**src/rtl/id_ex_stage.sv**
```systemverilog
// id_ex_stage
//   ID/EX pipeline register and operand-select stage for the 64-bit ALU.
//   It registers the decoded ID fields and the 4-bit ALU op code, forwards
//   from EX/MEM and MEM/WB, and drives the ALU operands and the EX control bits.
//   It supports stall (hold) and flush (bubble). Reset is asynchronous and
//   active-high, and clears every register.
//
// Ports
//   clk, reset            clock (rising edge), async active-high reset
//   stall, flush          hold EX contents / insert bubble (flush overrides stall)
//   id_*                  decoded instruction fields and control bits from ID
//   exmem_*, memwb_*      write-back destinations and values for forwarding
//   ex_a, ex_b            ALU operands (forwarded rs1; imm or forwarded rs2)
//   ex_alu_op             0000 AND, 0001 OR, 0010 ADD, 0110 SUB, 1111 unsupported
//   ex_store_data         forwarded rs2
//   ex_pc, ex_imm, ex_rd, ex_rs1, ex_rs2, ex_valid, ex_<ctrl>  registered fields
module id_ex_stage #(
  parameter int unsigned XLEN = 64,
  parameter int unsigned REGW = 5
) (
  input  logic            clk,
  input  logic            reset,
  input  logic            stall,
  input  logic            flush,
  input  logic            id_valid,
  input  logic [XLEN-1:0] id_pc,
  input  logic [XLEN-1:0] id_rs1_data,
  input  logic [XLEN-1:0] id_rs2_data,
  input  logic [XLEN-1:0] id_imm,
  input  logic [REGW-1:0] id_rs1,
  input  logic [REGW-1:0] id_rs2,
  input  logic [REGW-1:0] id_rd,
  input  logic [1:0]      id_alu_op,
  input  logic [2:0]      id_funct3,
  input  logic            id_funct7_b5,
  input  logic            id_alu_src,
  input  logic            id_reg_write,
  input  logic            id_mem_read,
  input  logic            id_mem_write,
  input  logic            id_mem_to_reg,
  input  logic            id_branch,
  input  logic            exmem_reg_write,
  input  logic [REGW-1:0] exmem_rd,
  input  logic [XLEN-1:0] exmem_result,
  input  logic            memwb_reg_write,
  input  logic [REGW-1:0] memwb_rd,
  input  logic [XLEN-1:0] memwb_result,
  output logic [XLEN-1:0] ex_a,
  output logic [XLEN-1:0] ex_b,
  output logic [3:0]      ex_alu_op,
  output logic [XLEN-1:0] ex_store_data,
  output logic [XLEN-1:0] ex_pc,
  output logic [XLEN-1:0] ex_imm,
  output logic [REGW-1:0] ex_rd,
  output logic [REGW-1:0] ex_rs1,
  output logic [REGW-1:0] ex_rs2,
  output logic            ex_valid,
  output logic            ex_reg_write,
  output logic            ex_mem_read,
  output logic            ex_mem_write,
  output logic            ex_mem_to_reg,
  output logic            ex_branch
);

  typedef enum logic [3:0] {
    ALU_AND = 4'b0000,
    ALU_OR  = 4'b0001,
    ALU_ADD = 4'b0010,
    ALU_SUB = 4'b0110,
    ALU_BAD = 4'b1111
  } alu_op_e;

  typedef enum logic [1:0] {
    CLS_MEM    = 2'b00,
    CLS_BRANCH = 2'b01,
    CLS_RTYPE  = 2'b10,
    CLS_ITYPE  = 2'b11
  } alu_cls_e;

  typedef struct packed {
    logic            valid;
    logic            reg_write;
    logic            mem_read;
    logic            mem_write;
    logic            mem_to_reg;
    logic            branch;
    logic            alu_src;
    logic [3:0]      alu_op;
    logic [XLEN-1:0] pc;
    logic [XLEN-1:0] imm;
    logic [XLEN-1:0] rs1_data;
    logic [XLEN-1:0] rs2_data;
    logic [REGW-1:0] rd;
    logic [REGW-1:0] rs1;
    logic [REGW-1:0] rs2;
  } ex_t;

  ex_t             ex_q, ex_d;
  alu_op_e         alu_op_dec;
  logic [XLEN-1:0] fwd_rs1, fwd_rs2;

  // ALU op decode from main-control class and funct bits
  always_comb begin
    alu_op_dec = ALU_BAD;
    case (alu_cls_e'(id_alu_op))
      CLS_MEM:    alu_op_dec = ALU_ADD;
      CLS_BRANCH: alu_op_dec = ALU_SUB;
      default: begin
        case (id_funct3)
          // bit 30 selects SUB only for R-type; for I-type it is immediate data
          3'b000:  alu_op_dec = (alu_cls_e'(id_alu_op) == CLS_RTYPE && id_funct7_b5)
                                ? ALU_SUB : ALU_ADD;
          3'b111:  alu_op_dec = ALU_AND;
          3'b110:  alu_op_dec = ALU_OR;
          default: alu_op_dec = ALU_BAD;
        endcase
      end
    endcase
  end

  // Forwarding: EX/MEM beats MEM/WB, x0 never forwards
  always_comb begin
    fwd_rs1 = ex_q.rs1_data;
    if (exmem_reg_write && exmem_rd != '0 && exmem_rd == ex_q.rs1)
      fwd_rs1 = exmem_result;
    else if (memwb_reg_write && memwb_rd != '0 && memwb_rd == ex_q.rs1)
      fwd_rs1 = memwb_result;

    fwd_rs2 = ex_q.rs2_data;
    if (exmem_reg_write && exmem_rd != '0 && exmem_rd == ex_q.rs2)
      fwd_rs2 = exmem_result;
    else if (memwb_reg_write && memwb_rd != '0 && memwb_rd == ex_q.rs2)
      fwd_rs2 = memwb_result;
  end

  always_comb begin
    ex_d = ex_q;
    if (flush) begin
      ex_d = '0;
    end else if (stall) begin
      // Latch forwarded operands while held, so producers retiring during
      // the stall are not lost (non-forwarding case rewrites the same value)
      ex_d.rs1_data = fwd_rs1;
      ex_d.rs2_data = fwd_rs2;
    end else if (!id_valid) begin
      ex_d = '0;
    end else begin
      ex_d.valid      = 1'b1;
      ex_d.reg_write  = id_reg_write;
      ex_d.mem_read   = id_mem_read;
      ex_d.mem_write  = id_mem_write;
      ex_d.mem_to_reg = id_mem_to_reg;
      ex_d.branch     = id_branch;
      ex_d.alu_src    = id_alu_src;
      ex_d.alu_op     = alu_op_dec;
      ex_d.pc         = id_pc;
      ex_d.imm        = id_imm;
      ex_d.rs1_data   = id_rs1_data;
      ex_d.rs2_data   = id_rs2_data;
      ex_d.rd         = id_rd;
      ex_d.rs1        = id_rs1;
      ex_d.rs2        = id_rs2;
    end
  end

  always_ff @(posedge clk or posedge reset) begin
    if (reset) ex_q <= '0;
    else       ex_q <= ex_d;
  end

  assign ex_a          = fwd_rs1;
  assign ex_b          = ex_q.alu_src ? ex_q.imm : fwd_rs2;
  assign ex_store_data = fwd_rs2;
  assign ex_alu_op     = ex_q.alu_op;
  assign ex_pc         = ex_q.pc;
  assign ex_imm        = ex_q.imm;
  assign ex_rd         = ex_q.rd;
  assign ex_rs1        = ex_q.rs1;
  assign ex_rs2        = ex_q.rs2;
  assign ex_valid      = ex_q.valid;
  assign ex_reg_write  = ex_q.reg_write;
  assign ex_mem_read   = ex_q.mem_read;
  assign ex_mem_write  = ex_q.mem_write;
  assign ex_mem_to_reg = ex_q.mem_to_reg;
  assign ex_branch     = ex_q.branch;

endmodule
```
**config.mk**
```make
export PLATFORM = sky130hd
export DESIGN_NAME = id_ex_stage
export DESIGN_NICKNAME = d
export VERILOG_FILES = /design/src/rtl/id_ex_stage.sv
export SDC_FILE = /design/constraint.sdc
export NUM_CORES = 1
export LEC_CHECK = 0
export CAP_MARGIN = 20
export CELL_PAD_IN_SITES_DETAIL_PLACEMENT = 0
export CELL_PAD_IN_SITES_GLOBAL_PLACEMENT = 1
export CORE_AREA = 5 5 298 300
export CTS_BUF_LIST = sky130_fd_sc_hd__clkbuf_8
export CTS_CLUSTER_DIAMETER = 80
export DETAILED_ROUTE_END_ITERATION = 10
export DIE_AREA = 0 0 303 305
export PLACE_DENSITY = 0.54
export SETUP_SLACK_MARGIN = 0.4
export SLEW_MARGIN = 40
export SYNTH_ARGS = -nofsm -noshare
export SYNTH_HDL_FRONTEND = slang
export SYNTH_SLANG_ARGS = --single-unit
export TNS_END_PERCENT = 5
```
**constraint.sdc**
```tcl
create_clock -name clk -period 23.4 [get_ports clk]
set_input_delay 2.34 -clock clk [delete_from_list [all_inputs] [get_ports clk]]
set_output_delay 2.34 -clock clk [all_outputs]
set_load 0.02 [all_outputs]
```
==> flow_summary.toml <==
[status]
status = "completed"

[synth]
seq_area_frac_synth_pct = 44.1
syn_inst = 1528
async_flop_share_pct = 100
synth_common_cells = "dfrtp_1, a22o_1, buf_4, clkbuf_1"
yosysWarnings = 0
synth-seq-cells = 282
synth.most_common_cell = "dfrtp_1"
yosysTopAreaCellShare_pct = 44.1
syn_avg_cell_area_um2 = 10.5
synth_edf_count = 0
synthFlopType = "dfrtp_1"
yosysUniqueCellTypes = 43
synth_area_um2 = 16000
syn-num-nets = 1956
yosysTopAreaCell = "dfrtp_1"
synthTopCellsByArea = "dfrtp_1, a22o_1, buf_4"

[layout]
largest_reg_flops = 129
top_register = "ex_q"
drive_gt1_share_pct = 13.0
syn_to_final_growth_pct = 57.2
nFillCells = 9037
nets = 2494
postLayoutCoreUtil_pct = 29.2

[sta]
rsz0062_at_grt = "false"
worstMarginPinSlew_ns = 0.859
max-slew-margin-rel_pct = 42.8
setup_viol = 0
setup_tns_ns = 0
fin_crit_ns = 8.68
fin_skew_ns = 0.0441
clock.fmax_mhz = 115
post-route-period-util_pct = 37.1
hold_violations = 0
maxSlewViolCount = 0

[power_and_ir_drop]
p_total_w = 0.00148
ir_drop_uv = 36.3
leakagePower_nw = 9.57
power.density_nw_per_um2 = 58.7

[grt]
grt_pass1_vias = 17100
grt_usage_pct = 18.9
grt.overflow.total = 0
antenna_found_initial = 18
grt_max_degree = 96
grt_pass1_wl_um = 130000

[place]
io_buffers = 772
dpl.hpwl_um = 65900
globalplace.congestion = 0.812

[critical_path]
cp_max_fo = 51
startpoint_type = "primary input"
reg2reg_setup_slack_ns = 19.89
endpoint_kind = "output pin"
worstPathArrival_ns = 6.34
worstSetupPathType = "in -> out"
crit_required_ns = 21.06

[route]
route.detailed.drc = 0
drt_iter0_drc = 1149
routed_wirelength_um = 92400
first_pass_iters = 5
avgRoutedWirePerCell_um = 28.1
ant_nets = 0
vias = 16000
avgViaCountPerCell = 4.88

[clock_network]
cts_setup_buffers = 0
root_buffer = "clkbuf_8"
htreeDepth = 2
cts_buffers = 60
post_cts_resized = 0
cts_tree = "done"
clkLatencyLatePin_ns = 0.69
path_clk_slew_ns = 0.06
clk_path_buf_depth = 3
cts_hold_buf = 0
cts.sinks = 282

[floorplanning]
die_h_um = 305
die_x_um = 303
rows = 108
dieArea_um2 = 92400
initial_core_util_pct = 18.6
io_pins = 773
coreArea_um2 = 85900

[job]
maxCapViolations = 0

[min_path]
min_path_type = "reg -> reg"
[power breakdown]
| group | leakage (nW) | switching [W] | internal, W | total, W |
|---|---|---|---|---|
| registers | 3.84 | 0.0000117 | 0.000508 | 0.000520 |
| clock network | 0.744 | 0.000261 | 0.000340 | 0.000601 |
| logic | 4.98 | 0.000196 | 0.000160 | 0.000356 |
| total | 9.57 | 0.000469 | 0.00101 | 0.00148 |
[cell type report]
| type | count | area (µm²) | share of cell area (%) |
|---|---|---|---|
| clock inverters | 34 | 267 | 1.06 |
| diodes | 14 | 35.0 | 0.139 |
| flip-flops and latches | 282 | 7060 | 28.1 |
| inverters | 2 | 20.0 | 0.0796 |
| well taps | 1155 | 1450 | 5.75 |
| multi-input cells | 916 | 7170 | 28.5 |
| clock buffers | 77 | 1060 | 4.22 |
| repair buffers | 804 | 8080 | 32.2 |
[per-stage QoR]
step | hold slack (ns) | setup slack (ns) | std cells | cell area, µm²
after floorplan | 0.451 | 13.28 | 1528 | 16000
after global placement | 0.466 | 14.75 | 3153 | 23600
after detailed placement | 0.479 | 14.75 | 3159 | 23800
after CTS | 0.495 | 14.74 | 3270 | 25100
after global routing | 0.514 | 14.66 | 3281 | 25100
final | 0.491 | 14.72 | 3284 | 25100
[critical path, cell delays in order]
cell,delay (ns)
clkdlybuf4s50_1,0.52
or4_1,0.64
o211ai_4,0.50
buf_4,0.62
nor2_1,0.32
mux2i_1,0.22
a21oi_1,0.39
clkdlybuf4s50_1,0.70
[per-layer routing]
metal	track usage, %	vias to the layer above	share of wire, %
met5	0	-	0.066
met4	5.19	10	2.5
met3	5.02	139	7.8
met2	32.0	762	49
met1	23.8	8194	41
li1	-	6934	-
[placed cells by master (no fill, tap or decap), drive strengths merged, types with 3 or more instances in the layout]
cell / instances
nor4: 60
xnor2: 19
clkbuf: 77
nand4: 66
dfrtp: 282
nor2: 7
nand2: 5
nand3: 64
nor3: 66
a21oi: 6
o21ai: 67
mux2: 64
buf: 32
o211ai: 3
inv: 18
mux2i: 5
a22o: 273
clkdlybuf4s50: 772
a31oi: 123
diode: 14
bufinv: 4
clkinv: 12
a32oi: 5
o31ai: 64
[worst paths after layout]
path | to | startpoint | cells after the start
worst min-delay path | ex_valid | ex_valid | 1
worst max-delay path | ex_a[35] | memwb_rd[4] | 8
worst max register to register | ex_q[139] | ex_rs1[1] | 7
max in group asynchronous | ex_q[56] | reset | 4
worst min register to register | ex_valid | ex_valid | 1
min in group asynchronous | ex_pc[62] | reset | 2
[logic make-up (layout without fill, tap and decap cells)]
group | after synthesis | after routing | synth area share (%)
mux | 69 | 69 | 4.82
buf+inv | 330 | 917 | 11.9
compound gates | 546 | 546 | 28.2
simple gates | 282 | 282 | 9.89
xor+xnor | 19 | 19 | 1.04
other cells | 0 | 14 | 0
flops | 282 | 282 | 44.1
Note: power is estimated with default switching activity, not from simulation.
